==> config.mk <==
export PLATFORM = sky130hd
export DESIGN_NAME = regfile_mp_flat
export DESIGN_NICKNAME = d
export VERILOG_FILES = /design/src/rtl/regfile_pkg.sv /design/src/rtl/regfile_mp_if.sv /design/src/rtl/regfile_bypass_mux.sv /design/src/rtl/regfile_mp.sv /design/src/flat_wrapper.sv
export SDC_FILE = /design/constraint.sdc
export NUM_CORES = 2
export LEC_CHECK = 0
export BUFFER_PORTS_ARGS = -buffer_cell sky130_fd_sc_hd__clkbuf_2
export CAP_MARGIN = 25
export CORE_MARGIN = 2
export CORE_UTILIZATION = 50
export CTS_CLUSTER_SIZE = 24
export DETAILED_ROUTE_END_ITERATION = 8
export PLACE_DENSITY = 0.66
export SYNTH_ARGS = -nofsm -noshare
export SYNTH_HDL_FRONTEND = slang
export SYNTH_SLANG_ARGS = --single-unit
==> constraint.sdc <==
create_clock -name clk -period 3.75 [get_ports clk]
set_input_delay 0.75 -clock clk [delete_from_list [all_inputs] [get_ports clk]]
set_output_delay 0.75 -clock clk [all_outputs]
set_load 0.05 [all_outputs]
==> src/rtl/regfile_pkg.sv <==
// ---------------------------------------------------------------------------
// regfile_pkg
// Shared constants and helpers for the multi-port register file.
//   ZERO_REG  : index of the hardwired-zero register
//   addrWidth : clog2-style width of a register index (minimum 1 bit)
// ---------------------------------------------------------------------------
package regfile_pkg;

    localparam int ZERO_REG = 0;

    // Smallest width w such that 2**w >= n. Written as a bounded loop so it
    // can be evaluated at elaboration time by any tool.
    function automatic int addrWidth(input int n);
        int w;
        w = 1;
        for (int i = 1; i < 31; i++) begin
            if ((1 << i) < n) begin
                w = i + 1;
            end
        end
        return w;
    endfunction

endpackage

==> src/rtl/regfile_mp_if.sv <==
// ---------------------------------------------------------------------------
// regfile_mp_if
// Bundles the read, writeback and reserve ports of regfile_mp.
//   rd_addr  : NRD read addresses, port k at [k*AW +: AW]
//   rd_data  : NRD read data words, port k at [k*XLEN +: XLEN]
//   rd_busy  : per read port, register has an outstanding reservation
//   wr_en    : per write port enable
//   wr_addr  : NWR write addresses
//   wr_data  : NWR write data words
//   rsv_en   : reserve a destination register
//   rsv_addr : register to reserve
// master = decode/issue + writeback side, slave = the register file.
// ---------------------------------------------------------------------------
interface regfile_mp_if #(
    parameter int XLEN = 32,
    parameter int NREG = 32,
    parameter int NRD  = 2,
    parameter int NWR  = 2
);
    import regfile_pkg::*;

    localparam int AW = addrWidth(NREG);

    logic [NRD*AW-1:0]   rd_addr;
    logic [NRD*XLEN-1:0] rd_data;
    logic [NRD-1:0]      rd_busy;
    logic [NWR-1:0]      wr_en;
    logic [NWR*AW-1:0]   wr_addr;
    logic [NWR*XLEN-1:0] wr_data;
    logic                rsv_en;
    logic [AW-1:0]       rsv_addr;

    modport master (
        output rd_addr, wr_en, wr_addr, wr_data, rsv_en, rsv_addr,
        input  rd_data, rd_busy
    );

    modport slave (
        input  rd_addr, wr_en, wr_addr, wr_data, rsv_en, rsv_addr,
        output rd_data, rd_busy
    );

endinterface

==> src/rtl/regfile_bypass_mux.sv <==
// ---------------------------------------------------------------------------
// regfile_bypass_mux
// Output selection for one read port of regfile_mp.
//   rdAddr_i     : register index being read
//   storedData_i : registered contents of that register
//   storedBusy_i : registered busy bit of that register
//   wrEn_i/wrAddr_i/wrData_i : all writeback ports (same-cycle writes)
//   rdData_o/rdBusy_o : value and busy flag presented on the read port
// ---------------------------------------------------------------------------
module regfile_bypass_mux
    import regfile_pkg::*;
#(
    parameter int XLEN   = 32,
    parameter int AW     = 5,
    parameter int NWR    = 2,
    parameter int BYPASS = 1
) (
    input  logic [AW-1:0]       rdAddr_i,
    input  logic [XLEN-1:0]     storedData_i,
    input  logic                storedBusy_i,
    input  logic [NWR-1:0]      wrEn_i,
    input  logic [NWR*AW-1:0]   wrAddr_i,
    input  logic [NWR*XLEN-1:0] wrData_i,
    output logic [XLEN-1:0]     rdData_o,
    output logic                rdBusy_o
);

    if (BYPASS != 0) begin : gBypass
        // Forward any same-cycle write to this address. Ports are scanned in
        // ascending order so the highest-index match is the one that sticks,
        // matching the write priority of the array. A forwarded value is the
        // result the reservation was waiting for, so busy is dropped.
        // Register 0 overrides everything last.
        always_comb begin
            rdData_o = storedData_i;
            rdBusy_o = storedBusy_i;
            for (int j = 0; j < NWR; j++) begin
                if (wrEn_i[j] && (wrAddr_i[j*AW +: AW] == rdAddr_i)) begin
                    rdData_o = wrData_i[j*XLEN +: XLEN];
                    rdBusy_o = 1'b0;
                end
            end
            if (rdAddr_i == AW'(ZERO_REG)) begin
                rdData_o = '0;
                rdBusy_o = 1'b0;
            end
        end
    end else begin : gNoBypass
        // Registered state only; same-cycle writes show up next cycle.
        logic unusedWrite;
        assign unusedWrite = ^{wrEn_i, wrAddr_i, wrData_i};

        always_comb begin
            rdData_o = storedData_i;
            rdBusy_o = storedBusy_i;
            if (rdAddr_i == AW'(ZERO_REG)) begin
                rdData_o = '0;
                rdBusy_o = 1'b0;
            end
        end
    end

endmodule

==> src/rtl/regfile_mp.sv <==
// ---------------------------------------------------------------------------
// regfile_mp
// Multi-port integer register file with a per-register busy scoreboard.
//   clk   : rising-edge clock
//   rst_n : asynchronous active-low reset, clears data and busy bits
//   bus   : regfile_mp_if slave (NRD read ports, NWR write ports, reserve)
// Register 0 is hardwired zero and never busy.
// ---------------------------------------------------------------------------
module regfile_mp
    import regfile_pkg::*;
#(
    parameter int XLEN   = 32,
    parameter int NREG   = 32,
    parameter int NRD    = 2,
    parameter int NWR    = 2,
    parameter int BYPASS = 1
) (
    input  logic         clk,
    input  logic         rst_n,
    regfile_mp_if.slave  bus
);

    localparam int AW = addrWidth(NREG);

    logic [XLEN-1:0] mem_q [NREG];
    logic [XLEN-1:0] mem_d [NREG];
    logic [NREG-1:0] busy_q;
    logic [NREG-1:0] busy_d;

    // Next-state for the array and scoreboard. Writes are applied in port
    // order so the highest-index port wins a same-address collision; the
    // reservation is applied after all writes so it beats a same-cycle
    // completion to the same register (a new producer has been issued).
    // Address 0 is filtered on both paths so mem_q[0]/busy_q[0] stay zero.
    always_comb begin
        mem_d  = mem_q;
        busy_d = busy_q;
        for (int j = 0; j < NWR; j++) begin
            if (bus.wr_en[j] && (bus.wr_addr[j*AW +: AW] != AW'(ZERO_REG))) begin
                mem_d[bus.wr_addr[j*AW +: AW]]  = bus.wr_data[j*XLEN +: XLEN];
                busy_d[bus.wr_addr[j*AW +: AW]] = 1'b0;
            end
        end
        if (bus.rsv_en && (bus.rsv_addr != AW'(ZERO_REG))) begin
            busy_d[bus.rsv_addr] = 1'b1;
        end
    end

    // State register. Reset is asynchronous, so anything presented on the
    // write or reserve ports while rst_n is low is simply lost.
    always_ff @(posedge clk or negedge rst_n) begin
        if (!rst_n) begin
            mem_q  <= '{default: '0};
            busy_q <= '0;
        end else begin
            mem_q  <= mem_d;
            busy_q <= busy_d;
        end
    end

    // One output mux per read port; reads are purely combinational.
    for (genvar k = 0; k < NRD; k++) begin : gRead
        logic [AW-1:0]   rdAddr;
        logic [XLEN-1:0] rdData;
        logic            rdBusy;

        assign rdAddr = bus.rd_addr[k*AW +: AW];

        regfile_bypass_mux #(
            .XLEN   (XLEN),
            .AW     (AW),
            .NWR    (NWR),
            .BYPASS (BYPASS)
        ) uMux (
            .rdAddr_i     (rdAddr),
            .storedData_i (mem_q[rdAddr]),
            .storedBusy_i (busy_q[rdAddr]),
            .wrEn_i       (bus.wr_en),
            .wrAddr_i     (bus.wr_addr),
            .wrData_i     (bus.wr_data),
            .rdData_o     (rdData),
            .rdBusy_o     (rdBusy)
        );

        assign bus.rd_data[k*XLEN +: XLEN] = rdData;
        assign bus.rd_busy[k]              = rdBusy;
    end

endmodule

==> src/flat_wrapper.sv <==
// flat-port wrapper written by rule: the top's interface ports become plain ports
module regfile_mp_flat import regfile_pkg::*;
#(
    parameter int XLEN   = 32,
    parameter int NREG   = 32,
    parameter int NRD    = 2,
    parameter int NWR    = 2,
    parameter int BYPASS = 1
)
  (clk, rst_n, bus_rd_addr, bus_wr_en, bus_wr_addr, bus_wr_data, bus_rsv_en, bus_rsv_addr, bus_rd_data, bus_rd_busy);
  regfile_mp_if #(.XLEN(XLEN), .NREG(NREG), .NRD(NRD), .NWR(NWR)) bus_i ();
  input  logic clk;
  input  logic rst_n;
  input wire logic [$bits(bus_i.rd_addr)-1:0] bus_rd_addr;
  input wire logic [$bits(bus_i.wr_en)-1:0] bus_wr_en;
  input wire logic [$bits(bus_i.wr_addr)-1:0] bus_wr_addr;
  input wire logic [$bits(bus_i.wr_data)-1:0] bus_wr_data;
  input wire logic [$bits(bus_i.rsv_en)-1:0] bus_rsv_en;
  input wire logic [$bits(bus_i.rsv_addr)-1:0] bus_rsv_addr;
  output wire logic [$bits(bus_i.rd_data)-1:0] bus_rd_data;
  output wire logic [$bits(bus_i.rd_busy)-1:0] bus_rd_busy;
  assign bus_i.rd_addr = bus_rd_addr;
  assign bus_i.wr_en = bus_wr_en;
  assign bus_i.wr_addr = bus_wr_addr;
  assign bus_i.wr_data = bus_wr_data;
  assign bus_i.rsv_en = bus_rsv_en;
  assign bus_i.rsv_addr = bus_rsv_addr;
  assign bus_rd_data = bus_i.rd_data;
  assign bus_rd_busy = bus_i.rd_busy;
  regfile_mp #(.XLEN(XLEN), .NREG(NREG), .NRD(NRD), .NWR(NWR), .BYPASS(BYPASS)) u_core (.clk(clk), .rst_n(rst_n), .bus(bus_i));
endmodule
==> After elaboration in Yosys (flattened, before gate mapping) <==
Index checks and enable logic that the tools add are counted.
{ "word_totals": {"elab_cells": 116, "inputBits": 94, "register_bits": 1056} }
{ "classes": {"n_reduce_logical": 17, "mux": 39, "eq_ne": 4, "n_bitwise": 9, "magnitude_cmp": 14} }
{ "op_table": {"columns": ["op", "count"], "rows": [
  ["$bwmux 1024", 2],
  ["$mux 1024", 2],
  ["$mux 32", 15],
  ["$bmux 32 s5", 2],
  ["$demux 32 s5", 2],
  ["$and 32x32->32", 2],
  ["$not 32->32", 2],
  ["$or 32x32->32", 1],
  ["$lt 5x6->1 const B", 5],
  ["$ge 6x6->1 const B", 4],
  ["$not 5->6", 4],
  ["$eq 5x5->1", 4],
  ["$demux 1 s5", 3],
  ["$ge 5x1->1 const B", 3],
  ["$reduce_bool 5->1", 3],
  ["$logic_and 1x1->1", 12],
  ["$lt 6x1->1 const B", 2],
  ["$mux 1", 11],
  ["$bmux 1 s5", 2],
  ["$logic_not 5->1", 2]
]} }

==> Logic depth before layout (Yosys ltp) <==
{ "depth": {"depth_word": 11, "mapped_depth": 10, "mapped_depth_nobuf": 5} }

==> Modules after synthesis <==
Synthesis repeated with hierarchy kept, for this count alone.
{ "hier_totals": {"cells_unflattened": 7522, "area_unflattened_um2": 68963.6} }
{ "modules_own_cells": {"columns": ["module", "area_each_um2", "cells_each", "instances", "seq_area_each_um2"], "rows": [
  ["regfile_mp", 66381.2, 7164, 1, 26425.3],
  ["regfile_bypass_mux", 1291.2, 179, 2, 0.0]
]} }

==> Least setup slack after synthesis <==
Ideal clock, no wire load.
{ "synth_path": {"path_type": "input port to output port", "from": "in bus_rd_addr[2]", "to": "out bus_rd_data[29]", "required_ns": 3.000, "path_slack_ns": 0.066, "path_buffers": 3, "t_arrival_ns": 2.934, "cell_stages": 8, "path_cell_list": "buf_2 or3b_2 clkbuf_1 clkbuf_1 o221ai_1 a211oi_1 a21o_1 o221ai_1"} }
{ "synth_between": {"elab_chain_cells": 7, "elab_cells_between_ends": 12} }
{ "synth_rtl": {"columns": ["element", "line_no", "text"], "rows": [
  ["start, declared", "flat_wrapper.sv:14", "input wire logic [$bits(bus_i.rd_addr)-1:0] bus_rd_addr;"],
  ["$not 5->6 (not written as such)", "regfile_mp.sv:76", ".storedData_i (mem_q[rdAddr]),"],
  ["$bmux 32 s5", "regfile_mp.sv:76", null],
  ["$mux 32 (not written as such) (2 in a row)", "regfile_mp.sv:76", null],
  ["$mux 32 (2 in a row)", "regfile_bypass_mux.sv:38", "if (wrEn_i[j] && (wrAddr_i[j*AW +: AW] == rdAddr_i)) begin"],
  ["$mux 32 *", "regfile_bypass_mux.sv:43", "if (rdAddr_i == AW'(ZERO_REG)) begin"],
  ["end, declared", "flat_wrapper.sv:20", "output wire logic [$bits(bus_i.rd_data)-1:0] bus_rd_data;"]
]} }
Every way passes the cells marked *; elsewhere a longest branch is shown, timed or not. The select of a mux whose other input is x is not followed.

==> Worst setup path in the final report <==
{ "layout_path": {"from": "in bus_rd_addr[9]", "to": "out bus_rd_data[58]"} }
Same word-level chain as after synthesis.

==> impl_metrics.yaml <==
sta:
  fin_crit_ns: 3.78
  relSlewSlack_pct: 26.8
  worst_pin_slew_ns: 1.10
  holdWs_ns: -0.00249
  hold_viol_final: 3
  min_period_over_period_pct: 101
  postLayoutSetupSlackWorst_ns: -0.0323
  rsz0062_at_grt: "true"
  clock.fmax_mhz: 264
  finalSetupViolCount: 10
  skew_ns: 0
  report.final.slew_viol_count: 0
final_layout:
  instances_no_fill: 8215
  seqCellArea_sq_um: 26400
  area_growth_pct: 17.0
  fillers: 10800
  drive_gt1_share_pct: 25.0
  multi_input_area_sq_um: 37100
  fin_nets: 6454
  fin_area_sq_um: 77900
  fin_util_pct: 59.1
global_routing:
  grt_pass1_vias: 56000
  use_met1_pct: 50.8
  grt-ovfl-total: 0
  grt_max_degree: 96
  met2_usage_pct: 56.2
  antenna_found_initial: 14
  use_met3_pct: 15.7
  track_usage_pct: 39.7
  grt.busiest_layer: "met2"
  grt_pass1_wl_mm: 394
routing:
  drc: 0
  dr.pass1.iters: 7
  ant_nets: 0
  via_count: 58200
  via_per_inst: 7.08
  drt-wirelength-per-cell_um: 33.6
  wl_mm: 276
  dr.first_iter.drc_count: 8611
placed_design:
  gp_congestion: 0.957
  numPortBuffers: 159
  hpwl_mm: 171
  pre_cts_slack_ns: -0.270
  placed_cell_area_sq_um: 72900
  dp.cells: 7950
clocking:
  clk_path_buf_depth: 3
  cts_tree: "built"
  h-tree-depth: 3
  cts.clk_slew.worst_paths_ns: 0.06
  clock_latency_ns: 0.79
  numCtsBuffers: 119
  cts_hold_buf: 0
  clockRootBuffer: "clkbuf_16"
  cts_num_sinks: 1056
synthesis:
  syn_nets: 6526
  synthMuxAreaShare_pct: 31.6
  synth_xor_area_share_pct: 0.263
  synth-simple-area-share_pct: 8.94
  synth_cell_type_count: 54
  synth-adder-area-share_pct: 0
  syn-instance-count: 6432
  synth_compound_area_share_pct: 13.8
  synth.avg_cell_area_sq_um: 10.3
  synth_area_sq_um: 66600
  ys_seq_area_share_pct: 39.7
  ys_warn_count: 0
  ys_seq_elements: 1056
  synth_top_family_by_area: "multiplexers"
status:
  outcome: "finished, violations left"
  violations: "negative hold slack, negative setup slack"
critical_path:
  worstSetupPathType: "in2out"
  arrival_ns: 3.03
  cp.required_ns: 3.00
  start_kind: "input port"
  cp_max_fo: 8
  end_kind: "primary output"
floorplanning:
  io_pins: 160
  die_w_um: 369
  core-area_sq_um: 132000
  dieArea_sq_um: 136000
  die_y_um: 369
  fp-row-count: 133
  initial_core_util_pct: 50.5
pwr:
  total_power_mw: 40.7
  leakage_nw: 33.9
  power.density_nw_per_um2: 522
  ir_drop_uv: 470
min_path:
  hold_path_class: "in2async"
flow_run:
  cap_violations: 0
==> critical path: stages <==
cell	delay [ns]
buf_4	0.13
buf_4	0.17
xor2_1	0.15
nor4_2	0.42
and3_4	0.32
nor2b_4	0.33
buf_12	0.15
buf_12	0.15
a221o_1	0.27
buf_12	0.17
==> cells by family after synthesis <==
group,Yosys count
compound gates,1479
xor+xnor,20
buf+inv,892
flops,1056
mux,1565
simple gates,1420
==> cell type report <==
type	instances	area share [%]
Timing Repair Buffer	696	10.3
Antenna cell	8	0.0257
Inverter	3	0.0145
Multi-Input combinational cell	4484	47.6
Tap cell	1755	2.82
Clock inverter	42	0.754
Clock buffer	171	4.50
Sequential cell	1056	33.9
==> where the power goes <==
part           internal (mW)  switching (mW)  leakage (nW)
clock network           7.28            5.24          2.03
registers               14.4            2.47          12.9
logic                   6.06            5.25          19.0
==> state kept, by name (all words and copies together), names as in the netlist <==
name           flops
u_core.busy_q     32
u_core.mem_q    1024
==> layer usage <==
metal / share of wire, % / wire length, um / up-vias
met5: 0.11 / 316 / -
met1: 36 / 98400 / 28700
met2: 42 / 115000 / 4626
li1: - / - / 23600
met4: 7.7 / 21200 / 18
met3: 15 / 41200 / 1173
==> final timing paths <==
check,from,end,slack [ns],cells after the start
min in group clk,bus_wr_data[62],u_core.mem_q[190],0.39,3
max in group asynchronous,rst_n,u_core.mem_q[1011],2.68,2
hold reg to reg,u_core.mem_q[1018],u_core.mem_q[1018],0.40,0
hold / removal,rst_n,u_core.mem_q[705],-0.002,1
setup / recovery,bus_rd_addr[9],bus_rd_data[58],-0.03,10
setup reg to reg,u_core.mem_q[731],u_core.mem_q[731],2.87,2
==> Yosys cell counts (all sizes together) <==
master | n | area, sq um
a2111oi | 2 | 17.5
a211oi | 5 | 37.5
a21o | 2 | 15.0
a21oi | 660 | 3300
a221o | 62 | 621
a221oi | 120 | 1050
a22o | 3 | 26.3
a22oi | 62 | 465
a31oi | 18 | 113
a32o | 18 | 180
a32oi | 131 | 1150
and2 | 16 | 100
and3 | 69 | 432
and3b | 2 | 17.5
and4 | 2 | 17.5
buf | 309 | 1590
clkbuf | 580 | 2190
dfrtp | 1056 | 26400
inv | 3 | 11.3
mux2 | 182 | 2050
mux2i | 974 | 9750
mux4 | 409 | 9210
nand2 | 484 | 1820
nand2b | 13 | 88.8
nand3 | 6 | 30.0
nand3b | 4 | 30.0
nand4 | 8 | 50.1
nor2 | 712 | 2680
nor2b | 15 | 93.8
nor3 | 8 | 55.1
nor3b | 8 | 60.1
nor4 | 66 | 425
o21ai | 328 | 1650
o221ai | 64 | 561
o22ai | 2 | 12.5
o32ai | 2 | 17.5
or2 | 2 | 12.5
or3 | 1 | 6.26
or3b | 2 | 17.5
or4b | 2 | 20.0
xnor2 | 12 | 105
xor2 | 8 | 70.1
==> cell usage in the layout, fill, tap and decap left out, drive strengths merged, types with 131 or more instances in the layout <==
master / instances
a21oi: 660
nand2: 484
buf: 604
mux2i: 974
nor2: 712
clkbuf: 260
dfrtp: 1056
o21ai: 328
mux4: 409
a32oi: 131
mux2: 182
==> per-stage QoR <==
step	hold WS, ns	setup TNS, ns
4_1_cts	0.00244	0
5_1_grt	0.00536	-0.0400
6_report	-0.00249	-0.115
3_5_place_dp	0.383	-5.93
2_1_floorplan	0.441	0
3_3_place_gp	0.376	-7.26
==> timing repair <==
| action | 4_1_cts | 5_1_grt |
|---|---|---|
| hold endpoints to repair | 0 | 0 |
| setup endpoints to repair | 48 | 55 |
| pin swaps | 3 | 6 |
| setup buffers | 8 | 29 |
| cloned | 3 | 4 |
| resized for setup | 21 | 46 |
(Power assumes the default switching activity.)
